## src/rtl/riscv_pkg.sv

```systemverilog
`default_nettype none
// ============================================================================
// Module      : riscv_pkg
// Description : Shared types and constants for the RISC-V pipeline blocks.
//               XLEN            - architectural register / address width
//               INST_BYTES      - size of one instruction word in bytes
//               fetch_state_e   - instruction-fetch sequencer states
//               RESET_PC_DEFAULT- default program counter after reset
// Revision    : 1.0 - initial release
// ============================================================================
package riscv_pkg;

    localparam int XLEN       = 32;
    localparam int INST_BYTES = 4;

    localparam logic [XLEN-1:0] RESET_PC_DEFAULT = 32'h0000_0000;

    typedef enum logic [1:0] {
        BOOT = 2'd0,    // single idle cycle after reset release
        RUN  = 2'd1,    // normal fetch
        KILL = 2'd2     // redirected request still outstanding at memory
    } fetch_state_e;

endpackage : riscv_pkg
`default_nettype wire

```

## src/rtl/fetch_ctrl.sv

```systemverilog
`default_nettype none
// ============================================================================
// Module      : fetch_ctrl
// Description : Instruction-fetch sequencer. Owns the PC, issues one
//               outstanding request at a time to instruction memory over a
//               req/ack handshake, loads the IF/ID register, honours ID
//               stalls and applies EX redirects (flushing IF/ID and
//               discarding any response already in flight).
// Ports       : clk            - pipeline clock, rising edge
//               res_n          - asynchronous active-low reset
//               imem_req/addr  - request and word byte address to memory
//               imem_ack/rdata - completion and instruction word from memory
//               redirect_valid - EX redirect request
//               redirect_pc    - redirect target (bits [1:0] ignored)
//               id_stall       - ID cannot accept IF/ID this cycle
//               if_id_valid/inst/pc - registered IF/ID contents
// Revision    : 1.0 - initial release
// ============================================================================
module fetch_ctrl
    import riscv_pkg::*;
#(
    parameter logic [XLEN-1:0] RESET_PC = RESET_PC_DEFAULT
) (
    input  logic            clk,
    input  logic            res_n,
    output logic            imem_req,
    output logic [XLEN-1:0] imem_addr,
    input  logic            imem_ack,
    input  logic [XLEN-1:0] imem_rdata,
    input  logic            redirect_valid,
    input  logic [XLEN-1:0] redirect_pc,
    input  logic            id_stall,
    output logic            if_id_valid,
    output logic [XLEN-1:0] if_id_inst,
    output logic [XLEN-1:0] if_id_pc
);

    localparam logic [XLEN-1:0] c_align_mask = XLEN'(INST_BYTES - 1);
    localparam logic [XLEN-1:0] c_pc_step    = XLEN'(INST_BYTES);

    fetch_state_e    r_state;
    logic [XLEN-1:0] r_pc;
    logic [XLEN-1:0] r_kill_addr;
    logic            r_pending;     // request raised earlier, not yet acked
    logic            r_if_id_valid;
    logic [XLEN-1:0] r_if_id_inst;
    logic [XLEN-1:0] r_if_id_pc;

    logic            w_slot_free;
    logic            w_req;
    logic [XLEN-1:0] w_redirect_target;

    assign w_slot_free       = !r_if_id_valid || !id_stall;
    assign w_redirect_target = redirect_pc & ~c_align_mask;

    // A pending request is never withdrawn, even if ID stalls meanwhile.
    // While a request is pending IF/ID is always empty, so an ack can
    // never overwrite a held instruction.
    always_comb begin
        w_req = 1'b0;
        case (r_state)
            RUN:     w_req = w_slot_free || r_pending;
            KILL:    w_req = 1'b1;
            default: w_req = 1'b0;
        endcase
    end

    assign imem_req    = w_req;
    assign imem_addr   = (r_state == KILL) ? r_kill_addr : r_pc;
    assign if_id_valid = r_if_id_valid;
    assign if_id_inst  = r_if_id_inst;
    assign if_id_pc    = r_if_id_pc;

    always_ff @(posedge clk or negedge res_n) begin
        if (!res_n) begin
            r_state       <= BOOT;
            r_pc          <= RESET_PC;
            r_kill_addr   <= RESET_PC;
            r_pending     <= 1'b0;
            r_if_id_valid <= 1'b0;
            r_if_id_inst  <= '0;
            r_if_id_pc    <= '0;
        end else begin
            case (r_state)
                BOOT: begin
                    r_state <= RUN;
                end

                RUN: begin
                    if (redirect_valid) begin
                        // Flush wins over id_stall; a coincident ack is dropped.
                        r_pc          <= w_redirect_target;
                        r_if_id_valid <= 1'b0;
                        r_pending     <= 1'b0;
                        if (w_req && !imem_ack) begin
                            // Memory still owes a response for the old address;
                            // keep presenting it until it completes.
                            r_kill_addr <= r_pc;
                            r_state     <= KILL;
                        end
                    end else if (w_req && imem_ack) begin
                        r_if_id_inst  <= imem_rdata;
                        r_if_id_pc    <= r_pc;
                        r_if_id_valid <= 1'b1;
                        r_pc          <= r_pc + c_pc_step;
                        r_pending     <= 1'b0;
                    end else begin
                        r_pending <= w_req;
                        if (r_if_id_valid && !id_stall) begin
                            r_if_id_valid <= 1'b0;
                        end
                    end
                end

                KILL: begin
                    if (redirect_valid) begin
                        r_pc          <= w_redirect_target;
                        r_if_id_valid <= 1'b0;
                    end
                    // Response for the killed address is discarded.
                    if (imem_ack) begin
                        r_state <= RUN;
                    end
                end

                default: begin
                    r_state <= BOOT;
                end
            endcase
        end
    end

endmodule : fetch_ctrl
`default_nettype wire

```

## config.mk

```make
export PLATFORM = sky130hd
export DESIGN_NAME = fetch_ctrl
export DESIGN_NICKNAME = d
export VERILOG_FILES = /design/src/rtl/riscv_pkg.sv /design/src/rtl/fetch_ctrl.sv
export SDC_FILE = /design/constraint.sdc
export NUM_CORES = 1
export LEC_CHECK = 0
export ABC_CLOCK_PERIOD_IN_PS = 3500
export BUFFER_PORTS_ARGS = -buffer_cell sky130_fd_sc_hd__buf_2
export CAP_MARGIN = 20
export CORE_UTILIZATION = 50
export DETAILED_ROUTE_END_ITERATION = 10
export PLACE_DENSITY_LB_ADDON = 0.3
export SLEW_MARGIN = 5
export SYNTH_ARGS = -nofsm -noshare
export SYNTH_HDL_FRONTEND = slang
export SYNTH_SLANG_ARGS = --single-unit
```

## constraint.sdc

```tcl
create_clock -name clk -period 3.5 [get_ports clk]
set_input_delay 0.7 -clock clk [delete_from_list [all_inputs] [get_ports clk]]
set_output_delay 0.7 -clock clk [all_outputs]
set_load 0.05 [all_outputs]
```

* Word-level counts from Yosys, hierarchy flattened
Index checks and enable logic that the tools add are counted.
Widths: inputs -> output; s select.
** Word-level totals
- Register bits after elaboration :: 132
- Bits of input ports :: 69
- Logic and storage cells :: 49
** Operators by class
- Add/sub/neg operators :: 1
- Equal/unequal tests :: 8
- Mux-type cells :: 17
- Bitwise logic cells :: 1
- Reduce and logical (&&, ||, !) cells :: 15
** Operators by type and width (number)
- $mux 32 :: 4
- $pmux 32 s2 :: 1
- $add 32x3->32 const B :: 1
- $reduce_and 3->1 :: 5
- $ne 2x2->1 const B :: 4
- $mux 1 :: 6
- $mux 2 :: 3
- $pmux 2 s3 :: 1
- $ne 4x4->1 const B :: 1
- $pmux 1 s2 :: 2
- $logic_and 1x1->1 :: 3
- $logic_not 1->1 :: 3
- $ne 3x3->1 const B :: 1
- $eq 2x1->1 const B :: 1
- $eq 2x2->1 const B :: 1
- $logic_not 2->1 :: 1
- $logic_or 1x1->1 :: 2
- $reduce_bool 2->1 :: 1
- $not 1->1 :: 1

* Depth between registers and ports, before layout
- Depth after elaboration :: 8
- Mapped depth :: 10

* Worst setup path after synthesis
Ideal clock, no wire load.
- Kind :: register -> output
- Start :: register r_state[0]
- End :: output imem_addr[19]
- Arrival time :: 2180 ps
- Path slack :: 620 ps
- Stages on the path, launching flop included :: 6
- Buffers on the path :: 2
- Cell sequence :: dfrtp_1 > inv_1 > ha_1 > clkbuf_1 > clkbuf_1 > o21ai_0
** Between the ends
- Cells in the longest elaborated chain, start to end :: 2
** RTL lines
- from (decl) :: line fetch_ctrl.sv:41 : fetch_state_e r_state;
- from (signal assigned) :: line fetch_ctrl.sv:76 : r_state <= BOOT;
- from (signal assigned) :: line fetch_ctrl.sv:86 : r_state <= RUN;
- from (signal assigned) :: line fetch_ctrl.sv:99 : r_state <= KILL;
- $eq 2x2->1 :: line fetch_ctrl.sv:69 : assign imem_addr = (r_state == KILL) ? r_kill_addr : r_pc;
- $mux 32 :: line fetch_ctrl.sv:69
- to (decl) :: line fetch_ctrl.sv:27 : output logic [XLEN-1:0] imem_addr,
Every way passes these cells.

* Worst setup path in the final report
- Start :: register r_state[0]
- End :: output imem_addr[12]
Same word-level chain as after synthesis.

==> flow_summary.ini <==
[logic_synthesis]
synth_top_flop_cell = dfrtp_1
ys_async_sr_fraction_pct = 100.0
synth_edf_count = 0
synth_cell_type_count = 59
synth_cells = 526
synth_seq_area_share_pct = 51.21
syn_avg_cell_area_um2 = 11.71
ys_warn_count = 0
ys_ff_latch = 126
synthesis.area_um2 = 6157

[layout]
seq_area_um2 = 3153
post-route-util_pct = 63.02
multi_input_area_um2 = 2745
fin_nets = 744
drive_gt1_share_pct = 49.42
syn2layout_area_growth_pct = 22.94
diodes = 0
fillers = 962

[grt]
track_usage_pct = 24.05
grt_antenna_before_repair = 1
grt_max_degree = 89
grt_overflow_total = 0
grt_pass1_wl_um = 23620
grt_pass1_vias = 4857

[critical_path]
cp_top_family = adder cells
cp.required_ns = 2.80
critPathCaptureType = output port
cp_num_buf_inv = 3
critPathKind = register to output port
cpMaxStageDelayCell = ha_2
startpoint_type = register
critPathArrivalTime_ns = 2.51
crit_chain = inv_1 > ha_2 > buf_4 > mux2_2 > buf_2
cp_max_fo = 32
slowest_delay_ns = 0.71

[timing]
finalCritPeriodShare_pct = 91.85
clock.fmax_ghz = 0.3111
relSlewSlack_pct = 30.49
rsz0062_at_grt = false
hold_viol = 0
fin_worst_skew_ns = 0.01030
worst_pin_slew_ns = 1.040
finalMaxSlewViolations = 0
setup_violations = 0
period_needed_ns = 3.215
fin_tns_setup_ns = 0

[status]
status = finished clean

[worst_hold_path]
min_path_type = primary input to async pin

[route]
wl_um = 14570
vias = 4767
via_per_inst = 5.736
drtPass1Iterations = 4
drt_drc_violations_left = 0
drtIter0Drc = 297
final_antenna_net_count = 0
avgRoutedWirePerCell_um = 17.53

[clocking]
htreeDepth = 4
cts_hold_buf = 0
clock_sinks = 126
clock_path_buffers = 2
cts_buffers = 17
cts-root-buf = clkbuf_16
cts_resized = 0
clkLatencyLatePin_ns = 0.42
cts_tree = built
cts_setup_buffers = 0
path_clk_slew_ns = 0.05

[placed_design]
port_buffers = 160
gp_congestion = 0.7494
dpl.hpwl_um = 10010

[die]
die_y_um = 113.0
rows = 40
chipWidth_um = 113.0
start_util_pct = 51.26
die-area_um2 = 12760
coreArea_um2 = 12010
io_pins = 167

[flow_run]
cap_viol_max_count = 0
[cell type report]
cell class | count | share of cell area, %
flip-flops and latches | 126 | 41.65
inverters | 6 | 0.2975
well taps | 147 | 2.430
clock buffers | 25 | 6.545
multi-input cells | 348 | 36.26
repair buffers | 172 | 12.02
clock inverters | 7 | 0.7934
[cells by family (layout without fill, tap and decap cells)]
kind of cell / Yosys count / in the layout / synth area share [%]
mux: 123 / 123 / 22.43
simple gates: 122 / 122 / 11.20
flops: 126 / 126 / 51.21
buf+inv: 55 / 210 / 4.572
compound gates: 95 / 95 / 9.714
other cells: 1 / 4 / 0.06090
fa+ha+maj: 4 / 4 / 0.8129
[registers in the layout (all words and copies together) (netlist names)]
register,cells
if_id_inst,32
if_id_pc,30
if_id_valid,1
r_kill_addr,30
r_pc,30
r_pending,1
r_state,2
[routing by layer]
layer  wire [µm]  global-route usage, %
met5           0                      0
met4         377                  13.16
met3         812                  6.427
met2        7064                  39.22
met1        6314                  29.21
[synth_stat cells, types with 2 or more instances]
cell type | count | area [µm²]
a31o_2 | 3 | 26.28
a21oi_1 | 38 | 190.2
o22ai_1 | 9 | 56.30
or3_1 | 4 | 25.02
o21ai_0 | 18 | 90.09
nand3b_1 | 2 | 15.01
and3_1 | 4 | 25.02
nand4_1 | 11 | 68.82
mux2_2 | 120 | 1351
dfrtp_1 | 126 | 3153
mux2i_1 | 3 | 30.03
or2_2 | 2 | 12.51
a2bb2oi_1 | 2 | 17.52
o22a_1 | 3 | 26.28
nor2_1 | 22 | 82.58
nor2b_1 | 2 | 12.51
ha_1 | 4 | 50.05
nor3_1 | 8 | 40.04
nand2_1 | 32 | 120.1
a221o_1 | 2 | 20.02
nand3_1 | 10 | 50.05
and4b_1 | 2 | 20.02
nor3_2 | 2 | 20.02
o31ai_1 | 3 | 22.52
buf_2 | 13 | 65.06
nand2b_1 | 2 | 12.51
inv_1 | 6 | 22.52
o21a_1 | 2 | 15.01
clkbuf_2 | 2 | 10.01
and4_1 | 6 | 52.55
buf_4 | 13 | 97.59
clkbuf_1 | 19 | 71.32
nor4_1 | 4 | 25.02
a31oi_1 | 2 | 12.51
[worst paths after layout]
check,start,endpoint,slack (ns),cells past startpoint
max in group asynchronous,res_n,if_id_pc[22],2.35,2
hold reg to reg,if_id_pc[9],if_id_pc[9],0.50,1
setup reg to reg,r_state[0],if_id_inst[16],0.71,7
setup / recovery,r_state[0],imem_addr[12],0.29,5
hold / removal,res_n,if_id_pc[31],0.32,1
min in group clk,if_id_pc[9],if_id_pc[9],0.50,1
[metrics by stage]
| stage | setup WS (ns) | area (µm²) | hold WS, ns | std cells |
|---|---|---|---|---|
| 2_1_floorplan | 0.6201 | 6168 | 0.4044 | 529 |
| 3_3_place_gp | 0.7739 | 7014 | 0.4689 | 799 |
| 6_report | 0.2852 | 7570 | 0.3232 | 831 |
| 3_5_place_dp | 0.7275 | 7014 | 0.4869 | 799 |
| 4_1_cts | 0.2694 | 7570 | 0.3785 | 831 |
| 5_1_grt | 0.1587 | 7570 | 0.4162 | 831 |
[layout by cell type, fill, tap and decap left out, drive strengths merged, types with 2 or more instances in the layout]
cell type and count:
dfrtp 126, clkbuf 25, a31o 3, or3 4
nand3b 2, nand2 32, nor2 22, a2bb2oi 2
and3 4, nor3 10, conb 4, o22ai 9
clkinv 6, a21oi 38, nor2b 2, o21a 2
nand3 10, a31oi 2, nand2b 2, mux2 120
inv 6, buf 172, or2 3, o22a 3
o31ai 3, nand4 13, and4 7, and4b 2
mux2i 3, or4 2, a221o 2, o21ai 20
ha 4, nor4 5
[worst register-to-register path: cells and delay by family (launching register included)]
family                     cells  cell delay [ns]
AOI/OAI and AO/OA              1             0.08
DFF                            1             0.38
and+or+nand+nor                2             0.65
buffers and inverters          2             0.40
adders and majority gates      1             0.71
muxes                          1             0.43
Power is not shown: default switching activity piles up to over one toggle a cycle in this logic, so the estimate is an artifact.
